$ cat config.mk
export PLATFORM = sky130hd
export DESIGN_NAME = bcd_calc_core_flat
export DESIGN_NICKNAME = d
export VERILOG_FILES = /design/src/rtl/bcd_calc_core_if.sv /design/src/rtl/bcd_calc_core.sv /design/src/flat_wrapper.sv
export SDC_FILE = /design/constraint.sdc
export NUM_CORES = 1
export LEC_CHECK = 0
export CORE_MARGIN = 2
export CORE_UTILIZATION = 50
export DETAILED_ROUTE_END_ITERATION = 16
export PLACE_DENSITY = 0.66
export SLEW_MARGIN = 20
export SYNTH_ARGS = -nofsm -noshare
export SYNTH_HDL_FRONTEND = slang
export SYNTH_SLANG_ARGS = --single-unit
$ cat constraint.sdc
create_clock -name clk -period 9.6 [get_ports clk]
set_input_delay 1.44 -clock clk [delete_from_list [all_inputs] [get_ports clk]]
set_output_delay 1.44 -clock clk [all_outputs]
set_load 0.03 [all_outputs]
$ cat src/rtl/bcd_calc_core_if.sv
// ---------------------------------------------------------------------------
// bcd_calc_core_if
// Bundle between the keypad entry stage / scan stage and bcd_calc_core.
//   start      request pulse (sampled only while the core is idle)
//   op         0=add, 1=sub, 2=mul, 3=reserved
//   dig0..dig3 entry digits: dig3:dig2 = operand A, dig1:dig0 = operand B
//   res0..res3 result digits, ones .. thousands, leading zeros blanked
//   neg        result magnitude is shown, this flags a negative result
//   err        bad operand digit or reserved op
//   busy       core is not idle
//   done       one-cycle pulse when res*/neg/err update
// master: the side issuing requests; slave: the calculator core.
// ---------------------------------------------------------------------------
interface bcd_calc_core_if;
  logic       start;
  logic [1:0] op;
  logic [3:0] dig0;
  logic [3:0] dig1;
  logic [3:0] dig2;
  logic [3:0] dig3;
  logic [3:0] res0;
  logic [3:0] res1;
  logic [3:0] res2;
  logic [3:0] res3;
  logic       neg;
  logic       err;
  logic       busy;
  logic       done;

  modport master (
    output start, op, dig0, dig1, dig2, dig3,
    input  res0, res1, res2, res3, neg, err, busy, done
  );

  modport slave (
    input  start, op, dig0, dig1, dig2, dig3,
    output res0, res1, res2, res3, neg, err, busy, done
  );
endinterface

$ cat src/rtl/bcd_calc_core.sv
// ---------------------------------------------------------------------------
// bcd_calc_core
// Two-digit BCD calculator behind the keypad entry register. On start it
// snapshots A (dig3:dig2), B (dig1:dig0) and op, converts to binary, runs
// add / sub (one cycle) or a 7-step shift-add multiply, converts the result
// back to BCD with a 14-step double-dabble and presents it with
// leading-zero blanking.
// Ports:
//   clk    system clock, rising edge
//   rst_n  asynchronous active-low reset
//   bus    bcd_calc_core_if.slave (start/op/dig* in, res*/neg/err/busy/done out)
// ---------------------------------------------------------------------------
module bcd_calc_core #(
  parameter logic [3:0] BCD_NULL  = 4'd13,
  parameter int         CONV_BITS = 14
) (
  input  logic              clk,
  input  logic              rst_n,
  bcd_calc_core_if.slave    bus
);

  typedef enum logic [2:0] {
    IDLE,
    LOAD,
    ALU,
    MUL,
    CONV,
    DONE
  } state_t;

  state_t state_reg, state_next;

  // Snapshot of the request
  logic [3:0][3:0]      dig_reg;
  logic [1:0]           op_reg;

  // Datapath
  logic [6:0]           a_reg;
  logic [6:0]           b_reg;
  logic                 err_pend_reg;
  logic                 neg_pend_reg;
  logic [CONV_BITS-1:0] acc_reg;
  logic [3:0]           cnt_reg;
  logic [15:0]          dd_bcd_reg;
  logic [CONV_BITS-1:0] dd_bin_reg;

  // Presented result
  logic [3:0][3:0]      res_reg;
  logic                 neg_reg;
  logic                 err_reg;
  logic                 done_reg;

  // -------------------------------------------------------------------------
  // Operand decode from the snapshot
  // -------------------------------------------------------------------------
  logic [3:0][3:0] dig_val;
  logic [3:0]      dig_bad;
  logic [6:0]      a_dec;
  logic [6:0]      b_dec;
  logic            load_err;

  genvar gi;
  generate
    for (gi = 0; gi < 4; gi++) begin : g_dig
      // A blank digit reads as zero; any other non-decimal code is an error.
      assign dig_val[gi] = (dig_reg[gi] == BCD_NULL) ? 4'd0 : dig_reg[gi];
      assign dig_bad[gi] = (dig_reg[gi] > 4'd9) && (dig_reg[gi] != BCD_NULL);
    end
  endgenerate

  assign a_dec    = {3'd0, dig_val[3]} * 7'd10 + {3'd0, dig_val[2]};
  assign b_dec    = {3'd0, dig_val[1]} * 7'd10 + {3'd0, dig_val[0]};
  assign load_err = (|dig_bad) || (op_reg == 2'd3);

  // -------------------------------------------------------------------------
  // Add / subtract
  // -------------------------------------------------------------------------
  logic [7:0]           sum_val;
  logic                 a_ge_b;
  logic [6:0]           mag_val;
  logic [CONV_BITS-1:0] alu_r;

  assign sum_val = {1'b0, a_reg} + {1'b0, b_reg};
  assign a_ge_b  = (a_reg >= b_reg);
  assign mag_val = a_ge_b ? (a_reg - b_reg) : (b_reg - a_reg);
  assign alu_r   = (op_reg == 2'd0) ? CONV_BITS'(sum_val) : CONV_BITS'(mag_val);

  // -------------------------------------------------------------------------
  // Shift-add multiplier step: bit cnt_reg of B selects A << cnt_reg
  // -------------------------------------------------------------------------
  logic [CONV_BITS-1:0] a_shift;
  logic [CONV_BITS-1:0] acc_next;

  assign a_shift  = {{(CONV_BITS-7){1'b0}}, a_reg} << cnt_reg[2:0];
  assign acc_next = b_reg[cnt_reg[2:0]] ? (acc_reg + a_shift) : acc_reg;

  // -------------------------------------------------------------------------
  // Double-dabble step: correct nibbles >= 5, then shift the whole
  // {bcd, bin} pair left by one so the next binary MSB enters the BCD ones.
  // -------------------------------------------------------------------------
  logic [15:0]           dd_adj;
  logic [CONV_BITS+15:0] dd_shift;
  logic [15:0]           dd_bcd_next;
  logic [CONV_BITS-1:0]  dd_bin_next;

  generate
    for (gi = 0; gi < 4; gi++) begin : g_adj
      assign dd_adj[gi*4 +: 4] = (dd_bcd_reg[gi*4 +: 4] >= 4'd5)
                               ? (dd_bcd_reg[gi*4 +: 4] + 4'd3)
                               : dd_bcd_reg[gi*4 +: 4];
    end
  endgenerate

  assign dd_shift    = {dd_adj, dd_bin_reg} << 1;
  assign dd_bcd_next = dd_shift[CONV_BITS+15:CONV_BITS];
  assign dd_bin_next = dd_shift[CONV_BITS-1:0];

  // -------------------------------------------------------------------------
  // Leading-zero blanking of the converted value (ones digit always shown)
  // -------------------------------------------------------------------------
  logic            lz3;
  logic            lz2;
  logic            lz1;
  logic [3:0][3:0] res_disp;

  assign lz3 = (dd_bcd_reg[15:12] == 4'd0);
  assign lz2 = lz3 && (dd_bcd_reg[11:8] == 4'd0);
  assign lz1 = lz2 && (dd_bcd_reg[7:4] == 4'd0);

  assign res_disp[3] = lz3 ? BCD_NULL : dd_bcd_reg[15:12];
  assign res_disp[2] = lz2 ? BCD_NULL : dd_bcd_reg[11:8];
  assign res_disp[1] = lz1 ? BCD_NULL : dd_bcd_reg[7:4];
  assign res_disp[0] = dd_bcd_reg[3:0];

  // A start coinciding with the done pulse belongs to the finished
  // operation's handshake and is not taken as a new request.
  logic start_ok;
  assign start_ok = bus.start && !done_reg;

  // -------------------------------------------------------------------------
  // FSM
  // -------------------------------------------------------------------------
  always_ff @(posedge clk or negedge rst_n) begin
    if (!rst_n) begin
      state_reg <= IDLE;
    end else begin
      state_reg <= state_next;
    end
  end

  always_comb begin
    state_next = state_reg;
    case (state_reg)
      IDLE: begin
        if (start_ok) begin
          state_next = LOAD;
        end
      end
      LOAD: begin
        if (load_err) begin
          state_next = DONE;
        end else if (op_reg == 2'd2) begin
          state_next = MUL;
        end else begin
          state_next = ALU;
        end
      end
      ALU: begin
        state_next = CONV;
      end
      MUL: begin
        if (cnt_reg == 4'd6) begin
          state_next = CONV;
        end
      end
      CONV: begin
        if (cnt_reg == 4'(CONV_BITS - 1)) begin
          state_next = DONE;
        end
      end
      DONE: begin
        state_next = IDLE;
      end
      default: begin
        state_next = IDLE;
      end
    endcase
  end

  // -------------------------------------------------------------------------
  // Datapath registers
  // -------------------------------------------------------------------------
  always_ff @(posedge clk or negedge rst_n) begin
    if (!rst_n) begin
      dig_reg      <= '0;
      op_reg       <= 2'd0;
      a_reg        <= 7'd0;
      b_reg        <= 7'd0;
      err_pend_reg <= 1'b0;
      neg_pend_reg <= 1'b0;
      acc_reg      <= '0;
      cnt_reg      <= 4'd0;
      dd_bcd_reg   <= 16'd0;
      dd_bin_reg   <= '0;
      res_reg      <= {4{BCD_NULL}};
      neg_reg      <= 1'b0;
      err_reg      <= 1'b0;
      done_reg     <= 1'b0;
    end else begin
      done_reg <= 1'b0;
      case (state_reg)
        IDLE: begin
          if (start_ok) begin
            dig_reg <= {bus.dig3, bus.dig2, bus.dig1, bus.dig0};
            op_reg  <= bus.op;
          end
        end
        LOAD: begin
          a_reg        <= a_dec;
          b_reg        <= b_dec;
          err_pend_reg <= load_err;
          neg_pend_reg <= 1'b0;
          acc_reg      <= '0;
          cnt_reg      <= 4'd0;
        end
        ALU: begin
          dd_bin_reg   <= alu_r;
          dd_bcd_reg   <= 16'd0;
          neg_pend_reg <= (op_reg == 2'd1) && !a_ge_b;
          cnt_reg      <= 4'd0;
        end
        MUL: begin
          acc_reg <= acc_next;
          if (cnt_reg == 4'd6) begin
            // Last partial product goes straight into the converter.
            dd_bin_reg <= acc_next;
            dd_bcd_reg <= 16'd0;
            cnt_reg    <= 4'd0;
          end else begin
            cnt_reg <= cnt_reg + 4'd1;
          end
        end
        CONV: begin
          dd_bcd_reg <= dd_bcd_next;
          dd_bin_reg <= dd_bin_next;
          cnt_reg    <= cnt_reg + 4'd1;
        end
        DONE: begin
          if (err_pend_reg) begin
            res_reg <= {4{BCD_NULL}};
            neg_reg <= 1'b0;
            err_reg <= 1'b1;
          end else begin
            res_reg <= res_disp;
            neg_reg <= neg_pend_reg;
            err_reg <= 1'b0;
          end
          done_reg <= 1'b1;
        end
        default: begin
        end
      endcase
    end
  end

  assign bus.res0 = res_reg[0];
  assign bus.res1 = res_reg[1];
  assign bus.res2 = res_reg[2];
  assign bus.res3 = res_reg[3];
  assign bus.neg  = neg_reg;
  assign bus.err  = err_reg;
  assign bus.done = done_reg;
  assign bus.busy = (state_reg != IDLE);

endmodule
$ cat src/flat_wrapper.sv
// flat-port wrapper written by rule: the top's interface ports become plain ports
module bcd_calc_core_flat 
#(
  parameter logic [3:0] BCD_NULL  = 4'd13,
  parameter int         CONV_BITS = 14
)
  (clk, rst_n, bus_start, bus_op, bus_dig0, bus_dig1, bus_dig2, bus_dig3, bus_res0, bus_res1, bus_res2, bus_res3, bus_neg, bus_err, bus_busy, bus_done);
  bcd_calc_core_if bus_i ();
  input  logic clk;
  input  logic rst_n;
  input wire logic [$bits(bus_i.start)-1:0] bus_start;
  input wire logic [$bits(bus_i.op)-1:0] bus_op;
  input wire logic [$bits(bus_i.dig0)-1:0] bus_dig0;
  input wire logic [$bits(bus_i.dig1)-1:0] bus_dig1;
  input wire logic [$bits(bus_i.dig2)-1:0] bus_dig2;
  input wire logic [$bits(bus_i.dig3)-1:0] bus_dig3;
  output wire logic [$bits(bus_i.res0)-1:0] bus_res0;
  output wire logic [$bits(bus_i.res1)-1:0] bus_res1;
  output wire logic [$bits(bus_i.res2)-1:0] bus_res2;
  output wire logic [$bits(bus_i.res3)-1:0] bus_res3;
  output wire logic [$bits(bus_i.neg)-1:0] bus_neg;
  output wire logic [$bits(bus_i.err)-1:0] bus_err;
  output wire logic [$bits(bus_i.busy)-1:0] bus_busy;
  output wire logic [$bits(bus_i.done)-1:0] bus_done;
  assign bus_i.start = bus_start;
  assign bus_i.op = bus_op;
  assign bus_i.dig0 = bus_dig0;
  assign bus_i.dig1 = bus_dig1;
  assign bus_i.dig2 = bus_dig2;
  assign bus_i.dig3 = bus_dig3;
  assign bus_res0 = bus_i.res0;
  assign bus_res1 = bus_i.res1;
  assign bus_res2 = bus_i.res2;
  assign bus_res3 = bus_i.res3;
  assign bus_neg = bus_i.neg;
  assign bus_err = bus_i.err;
  assign bus_busy = bus_i.busy;
  assign bus_done = bus_i.done;
  bcd_calc_core #(.BCD_NULL(BCD_NULL), .CONV_BITS(CONV_BITS)) u_core (.clk(clk), .rst_n(rst_n), .bus(bus_i));
endmodule
==> impl_metrics.xml, run 1 <==
<?xml version="1.0" encoding="UTF-8"?>
<metrics>
  <group name="cts">
    <metric name="cts_tree" unit="">built</metric>
    <metric name="path_clk_slew" unit="ns">0.07</metric>
    <metric name="clock-sinks" unit="">104</metric>
    <metric name="postCtsSetupRepairBufs" unit="">0</metric>
    <metric name="hold_buffers" unit="">0</metric>
    <metric name="postCtsResizedCells" unit="">0</metric>
    <metric name="maximum_clock_insertion_buffer_count" unit="">2</metric>
    <metric name="cts_made_buffers" unit="">9</metric>
    <metric name="clk_root_buffer_cell" unit="">sky130_fd_sc_hd__clkbuf_16</metric>
    <metric name="worstSkewPairLatency" unit="ns">0.35</metric>
    <metric name="htreeDepth" unit="">3</metric>
  </group>
  <group name="yosys">
    <metric name="synth_async_sr_flop_share" unit="%">100</metric>
    <metric name="synthesis.area_per_instance" unit="sq um">9.20</metric>
    <metric name="synth_top_flop_cell" unit="">sky130_fd_sc_hd__dfrtp_1</metric>
    <metric name="synth_top_cells_by_count" unit="">93 x sky130_fd_sc_hd__nand2_1, 92 x sky130_fd_sc_hd__dfrtp_1, 69 x sky130_fd_sc_hd__o21ai_0</metric>
    <metric name="synth_top_cell_by_area" unit="">sky130_fd_sc_hd__dfrtp_1</metric>
    <metric name="synth.yosys.seq_area_share" unit="%">36.8</metric>
    <metric name="synth_enable_flop_cells" unit="">0</metric>
    <metric name="syn_warnings" unit="">0</metric>
    <metric name="synth.distinct_cells" unit="">73</metric>
    <metric name="synth.most_common_cell" unit="">sky130_fd_sc_hd__nand2_1</metric>
    <metric name="netlist.area_leader.share" unit="%">32.4</metric>
    <metric name="synthesis.area" unit="sq mm">0.00711</metric>
    <metric name="synth.net_count" unit="">860</metric>
    <metric name="yosys_register_bits" unit="">104</metric>
    <metric name="post_synth_inst_count" unit="">773</metric>
    <metric name="synth.area.top_cells" unit="">sky130_fd_sc_hd__dfrtp_1 32%, sky130_fd_sc_hd__ha_1 10%, sky130_fd_sc_hd__nand2_1 4.9%</metric>
  </group>
  <group name="worst_setup_path">
    <metric name="crit_path_end" unit="">bus_busy</metric>
    <metric name="cp_data_required_time" unit="ns">8.16</metric>
    <metric name="timing_worst_setup_path_type" unit="">reg2out</metric>
    <metric name="r2r_cells" unit="">12</metric>
    <metric name="path_max_fanout" unit="">15</metric>
    <metric name="regToRegStartpoint" unit="">u_core.cnt_reg[0]</metric>
    <metric name="worstSetupStartpoint" unit="">u_core.state_reg[1]</metric>
    <metric name="setup_crit_start_kind" unit="">flop</metric>
    <metric name="r2r_end" unit="">u_core.acc_reg[10]</metric>
    <metric name="end_kind" unit="">primary output</metric>
    <metric name="worstPathArrival" unit="ns">2.10</metric>
    <metric name="r2r_setup_slack" unit="ns">6.11</metric>
  </group>
  <group name="timing">
    <metric name="final.setup_skew" unit="ns">0.00657</metric>
    <metric name="worst_hold_slack" unit="ns">0.453</metric>
    <metric name="finalSetupTns" unit="ns">0</metric>
    <metric name="rsz_0062_raised_after_global_routing" unit="">no</metric>
    <metric name="worst-slew-pin-transition" unit="ns">0.981</metric>
    <metric name="report.final.slew_viol_count" unit="">0</metric>
    <metric name="fmax" unit="MHz">283</metric>
    <metric name="timing.slew.headroom" unit="%">33.2</metric>
    <metric name="finalCriticalPeriod" unit="ns">3.54</metric>
    <metric name="timing.final.setup_violations" unit="">0</metric>
    <metric name="final_period_utilization" unit="%">36.9</metric>
    <metric name="timing_hold_violations_final" unit="">0</metric>
  </group>
  <group name="routing">
    <metric name="detail_route.wl_per_cell" unit="microns">17.9</metric>
    <metric name="wl_met2" unit="microns">8630</metric>
    <metric name="total_iterations_of_the_first_detailed_routing_run" unit="">5</metric>
    <metric name="top_layer" unit="">met4</metric>
    <metric name="dr_wl_met3" unit="microns">504</metric>
    <metric name="dr_total_vias" unit="">5771</metric>
    <metric name="vias_per_cell" unit="">5.93</metric>
    <metric name="antenna_violating_nets_post_route" unit="">0</metric>
    <metric name="drt-met1-wl" unit="microns">7940</metric>
    <metric name="drt_iter0_drc" unit="">323</metric>
    <metric name="drt_drc_violations_left" unit="">0</metric>
    <metric name="postRouteWirelength" unit="microns">17400</metric>
  </group>
  <group name="floorplan">
    <metric name="die_x" unit="microns">123</metric>
    <metric name="initial_core_util" unit="%">51.2</metric>
    <metric name="design.die.area" unit="sq mm">0.0152</metric>
    <metric name="coreArea" unit="sq mm">0.0139</metric>
    <metric name="die_height" unit="microns">123</metric>
    <metric name="floorplan.rows" unit="">43</metric>
    <metric name="design.portCount" unit="">41</metric>
  </group>
  <group name="placed_design">
    <metric name="gp_congestion" unit="">0.894</metric>
    <metric name="placed_cells_incl_taps" unit="">957</metric>
    <metric name="hpwl" unit="microns">12900</metric>
    <metric name="port-buffer-count" unit="">40</metric>
    <metric name="dpl_cell_area" unit="sq mm">0.00758</metric>
  </group>
  <group name="cells_and_area">
    <metric name="layout-area-overhead-vs-synth" unit="%">10.4</metric>
    <metric name="post_route_cells_drive_above_1_share" unit="%">8.20</metric>
    <metric name="count_of_nets_after_finishing" unit="">875</metric>
    <metric name="final-instance-count-excl-fill" unit="">973</metric>
    <metric name="stdcell_area" unit="sq mm">0.00785</metric>
    <metric name="diodes" unit="">0</metric>
  </group>
  <group name="min_path">
    <metric name="holdCritPathClass" unit="">reg2reg</metric>
    <metric name="hold_path.startpoint" unit="">u_core.bus.res0[2]</metric>
  </group>
  <group name="outcome">
    <metric name="outcome" unit="">finished, final reports clean</metric>
  </group>
  <group name="power">
    <metric name="power.static_leakage" unit="nW">3.41</metric>
    <metric name="power.ir.vdd_worst" unit="mV">0.183</metric>
    <metric name="power_density" unit="mW/mm^2">347</metric>
  </group>
  <group name="job">
    <metric name="max-cap-violations" unit="">0</metric>
  </group>
  <group name="global_route">
    <metric name="overflow" unit="">0</metric>
    <metric name="first_global_vias" unit="">5839</metric>
    <metric name="global_route_wire_length_before_repair" unit="microns">28900</metric>
    <metric name="maximum_number_of_pins_on_one_net_before_global_route_repair" unit="">68</metric>
    <metric name="global_route.usage.total" unit="%">24.5</metric>
    <metric name="antenna_found_initial" unit="">0</metric>
  </group>
</metrics>
==> cells by family (layout without fill, tap and decap cells) <==
kind of cell,Yosys count,after routing,synth area share [%]
AND/OR/NAND/NOR,212,212,13.9
multiplexers,39,39,6.21
flip-flops,104,104,36.8
AO/OA/AOI/OAI,238,238,22.0
XOR/XNOR,30,30,3.70
buffers and inverters,84,104,4.89
adder cells (fa/ha/maj),66,66,12.5
==> cell type report <==
cell class	instances	area, sq um
inverter	45	169
fill	1264	6040
clock inverter	5	32.5
tap	180	225
sequential	104	2620
multi-input combinational	585	4150
clock buffer	11	233
timing repair buffer	43	420
==> worst max-delay path: stages (launching register included) <==
cell and delay (ns):
sky130_fd_sc_hd__dfrtp_1 0.62, sky130_fd_sc_hd__or3_1 0.51, sky130_fd_sc_hd__clkdlybuf4s50_1 0.62
==> report_power, final <==
| group | internal, mW | switching, mW |
|---|---|---|
| Clock | 0.177 | 0.171 |
| Combinational | 0.654 | 0.946 |
| Sequential | 0.582 | 0.192 |
| Total | 1.41 | 1.31 |
==> cells in the final DEF (no fill, tap or decap), types with 13 or more instances in the layout <==
cell                              netlist  layout
sky130_fd_sc_hd__nand2_1               93      93
sky130_fd_sc_hd__a21oi_1               50      50
sky130_fd_sc_hd__nor2_1                41      39
sky130_fd_sc_hd__dfrtp_1               92      92
sky130_fd_sc_hd__ha_1                  58      58
sky130_fd_sc_hd__mux2_2                21      21
sky130_fd_sc_hd__clkdlybuf4s50_1        0      39
sky130_fd_sc_hd__inv_1                 44      44
sky130_fd_sc_hd__xnor2_1               20      20
sky130_fd_sc_hd__o21ai_0               69      69
sky130_fd_sc_hd__mux2i_1               16      16
sky130_fd_sc_hd__o31ai_1               13      13
==> worst min-delay path by stage <==
stage / end / slack, ns / depth (start not counted)
floorplan: u_core.dd_bcd_reg[0] / 0.45 / 2
global placement: u_core.bus.res0[0] / 0.44 / 2
detailed placement: u_core.bus.res0[2] / 0.45 / 2
CTS: u_core.bus.res0[2] / 0.46 / 2
global route: u_core.bus.res0[0] / 0.48 / 2
finish: u_core.bus.res0[2] / 0.45 / 2
==> layer usage <==
| layer | track usage, % | vias to the layer above |
|---|---|---|
| met2 | 42.4 | 120 |
| met1 | 31.5 | 2845 |
| met4 | 7.88 | 0 |
| li1 | - | 2780 |
| met5 | 0 | - |
| met3 | 3.60 | 26 |
==> metrics by stage <==
step	power (mW)	util [%]	setup WS, ns
after floorplan	1.97	-	6.47
after global placement	2.32	54.6	6.29
after detailed placement	2.37	54.6	6.18
after CTS	2.73	56.5	6.06
after global routing	2.98	56.5	5.89
final	2.72	56.5	6.06
Note: power is estimated with default switching activity, not from simulation.
==> run 2, diff against run 1 <==
Clock period 9.6 ns to 3.65 ns, I/O delays scaled along.
==> impl_metrics.xml, run 2 (synthesized netlist as in run 1, its figures left out) <==
<?xml version="1.0" encoding="UTF-8"?>
<metrics>
  <group name="cts">
    <metric name="hold_buffers" unit="">0</metric>
    <metric name="clk_root_buffer_cell" unit="">sky130_fd_sc_hd__clkbuf_16</metric>
    <metric name="postCtsResizedCells" unit="">0</metric>
    <metric name="path_clk_slew" unit="ns">0.07</metric>
    <metric name="postCtsSetupRepairBufs" unit="">0</metric>
    <metric name="clock-sinks" unit="">104</metric>
    <metric name="cts_tree" unit="">built</metric>
    <metric name="maximum_clock_insertion_buffer_count" unit="">2</metric>
    <metric name="worstSkewPairLatency" unit="ns">0.36</metric>
    <metric name="cts_made_buffers" unit="">9</metric>
    <metric name="htreeDepth" unit="">3</metric>
  </group>
  <group name="worst_setup_path">
    <metric name="timing_worst_setup_path_type" unit="">reg2reg</metric>
    <metric name="cp_cell_sequence" unit="">mux2_2 &gt; mux2i_1 &gt; o21ai_0 &gt; ha_1 &gt; a21oi_1 &gt; o21ai_2 &gt; a2111oi_4 &gt; nor3_1 &gt; or4_1 &gt; nand4_1</metric>
    <metric name="worstPathArrival" unit="ns">3.70</metric>
    <metric name="path_max_fanout" unit="">13</metric>
    <metric name="r2r_end" unit="">u_core.acc_reg[10]</metric>
    <metric name="cp.depth" unit="">10</metric>
    <metric name="r2r_cells" unit="">10</metric>
    <metric name="slowest_stage" unit="">sky130_fd_sc_hd__dfrtp_1</metric>
    <metric name="worst_path_dominant_cell_family" unit="">compound AO/OA/AOI/OAI gates</metric>
    <metric name="cp_data_required_time" unit="ns">3.95</metric>
    <metric name="setup_crit_start_kind" unit="">flop</metric>
    <metric name="regToRegStartpoint" unit="">u_core.cnt_reg[1]</metric>
    <metric name="cp.buffers_inverters" unit="">0</metric>
    <metric name="r2r_setup_slack" unit="ns">0.24</metric>
    <metric name="worst_path_largest_cell_delay" unit="ns">0.64</metric>
    <metric name="end_kind" unit="">flop</metric>
  </group>
  <group name="routing">
    <metric name="dr_total_vias" unit="">5810</metric>
    <metric name="antenna_violating_nets_post_route" unit="">0</metric>
    <metric name="total_iterations_of_the_first_detailed_routing_run" unit="">7</metric>
    <metric name="drt_drc_violations_left" unit="">0</metric>
    <metric name="postRouteWirelength" unit="microns">17800</metric>
    <metric name="drt_iter0_drc" unit="">450</metric>
    <metric name="vias_per_cell" unit="">5.90</metric>
    <metric name="detail_route.wl_per_cell" unit="microns">18.1</metric>
  </group>
  <group name="global_route">
    <metric name="maximum_number_of_pins_on_one_net_before_global_route_repair" unit="">79</metric>
    <metric name="overflow" unit="">0</metric>
    <metric name="global_route_wire_length_before_repair" unit="microns">28700</metric>
    <metric name="antenna_found_initial" unit="">0</metric>
    <metric name="global_route.usage.total" unit="%">24.8</metric>
    <metric name="first_global_vias" unit="">5704</metric>
  </group>
  <group name="outcome">
    <metric name="outcome" unit="">finished, final reports clean</metric>
  </group>
  <group name="cells_and_area">
    <metric name="layout-area-overhead-vs-synth" unit="%">12.4</metric>
    <metric name="count_of_nets_after_finishing" unit="">887</metric>
    <metric name="most-common-layout-cells" unit="">93 x sky130_fd_sc_hd__nand2_1, 92 x sky130_fd_sc_hd__dfrtp_1, 69 x sky130_fd_sc_hd__o21ai_0, 58 x sky130_fd_sc_hd__ha_1, 50 x sky130_fd_sc_hd__a21oi_1</metric>
    <metric name="diodes" unit="">0</metric>
    <metric name="fillers" unit="">1214</metric>
    <metric name="final_common_cell" unit="">sky130_fd_sc_hd__nand2_1</metric>
    <metric name="final-instance-count-excl-fill" unit="">985</metric>
    <metric name="post_route_cells_drive_above_1_share" unit="%">9.44</metric>
  </group>
  <group name="timing">
    <metric name="final_period_utilization" unit="%">93.3</metric>
    <metric name="timing.slew.headroom" unit="%">48.7</metric>
    <metric name="final.setup_skew" unit="ns">0.00962</metric>
    <metric name="postLayoutSetupSlackWorst" unit="ns">0.243</metric>
    <metric name="finalCriticalPeriod" unit="ns">3.41</metric>
    <metric name="rsz_0062_raised_after_global_routing" unit="">no</metric>
    <metric name="fmax" unit="MHz">294</metric>
    <metric name="timing_hold_violations_final" unit="">0</metric>
    <metric name="finalSetupTns" unit="ns">0</metric>
    <metric name="report.final.slew_viol_count" unit="">0</metric>
    <metric name="timing.final.setup_violations" unit="">0</metric>
    <metric name="worst-slew-pin-transition" unit="ns">0.769</metric>
  </group>
  <group name="power">
    <metric name="clock_power_share" unit="%">13.5</metric>
    <metric name="seq_power_share" unit="%">26.5</metric>
    <metric name="power.static_leakage" unit="nW">3.49</metric>
    <metric name="comb_power_share" unit="%">59.9</metric>
    <metric name="netSwitchingPower" unit="mW">3.57</metric>
    <metric name="power_density" unit="mW/mm^2">932</metric>
    <metric name="sw_frac_of_total" unit="%">47.9</metric>
    <metric name="power.ir.vdd_worst" unit="mV">0.515</metric>
    <metric name="internal-power" unit="mW">3.88</metric>
  </group>
  <group name="placed_design">
    <metric name="gp_congestion" unit="">0.943</metric>
    <metric name="placement.setup.worst_slack" unit="ns">0.316</metric>
    <metric name="port-buffer-count" unit="">40</metric>
    <metric name="placed_cells_incl_taps" unit="">968</metric>
    <metric name="hpwl" unit="microns">13100</metric>
  </group>
  <group name="floorplan">
    <metric name="design.portCount" unit="">41</metric>
    <metric name="design.die.area" unit="sq mm">0.0152</metric>
    <metric name="coreArea" unit="sq mm">0.0139</metric>
    <metric name="die_x" unit="microns">123</metric>
    <metric name="floorplan.rows" unit="">43</metric>
    <metric name="initial_core_util" unit="%">51.2</metric>
    <metric name="die_height" unit="microns">123</metric>
  </group>
  <group name="job">
    <metric name="max-cap-violations" unit="">0</metric>
  </group>
  <group name="min_path">
    <metric name="holdCritPathClass" unit="">in2async</metric>
  </group>
</metrics>
[run 2: cell count changes in the layout (fill, tap and decap cells not counted), moves of 2 or more]
cell and delta:
sky130_fd_sc_hd__buf_4 +11, sky130_fd_sc_hd__clkinv_2 -2, sky130_fd_sc_hd__nor2_1 +2, sky130_fd_sc_hd__nor2_2 -2
[run 2: area by class of cell]
cell class                      instances  area, sq um  area share [%]
Clock buffer                           10          229            2.87
Timing Repair Buffer                   55          531            6.64
Tap cell                              180          225            2.82
Clock inverter                          6         72.6           0.909
Sequential cell                       104         2620            32.8
Inverter                               45          169            2.11
Multi-Input combinational cell        585         4140            51.9
[run 2: worst reg2reg max path, delay by kind of cell (launching register included)]
kind,cells,cell delay (ns)
multiplexers,2,0.61
adder cells (fa/ha/maj),1,0.37
AO/OA/AOI/OAI,4,1.03
flip-flops,1,0.64
AND/OR/NAND/NOR,3,0.71
[run 2: power groups by stage]
stage / Sequential, mW / Clock (mW) / Combinational, mW
after floorplan: 1.87 / 0 / 3.31
after global placement: 1.97 / 0 / 4.32
after detailed placement: 1.99 / 0 / 4.43
after CTS: 1.97 / 1.03 / 4.45
after global routing: 2.03 / 1.09 / 4.94
final: 1.97 / 1.01 / 4.46
[run 2: routing by layer]
metal,track usage (%),vias up,part of all wire [%]
met1,32.4,2826,44
met5,0,-,0
met3,3.27,22,3.7
met2,41.5,141,49
met4,10.1,0,2.6
li1,-,2821,-
[run 2: how the worst max path moves through the flow]
stage / slack (ns) / to / start
after global placement: 0.44 / u_core.acc_reg[10] / u_core.cnt_reg[1]
final: 0.24 / u_core.acc_reg[10] / u_core.cnt_reg[1]
after detailed placement: 0.32 / u_core.acc_reg[10] / u_core.cnt_reg[1]
after global routing: 0.07 / u_core.acc_reg[10] / u_core.cnt_reg[1]
after floorplan: 0.52 / u_core.acc_reg[10] / u_core.cnt_reg[1]
after CTS: 0.29 / u_core.acc_reg[10] / u_core.cnt_reg[1]
[run 2: per-stage QoR]
step           instance area (sq um)  power, mW  hold WS (ns)  util, %
5_1_grt                         7990       8.06        0.0931     57.5
6_report                        7990       7.45        0.0824     57.5
4_1_cts                         7960       7.45         0.387     57.3
3_3_place_gp                    7660       6.30         0.441     55.2
2_1_floorplan                   7110       5.18         0.252        -
3_5_place_dp                    7660       6.42         0.449     55.2
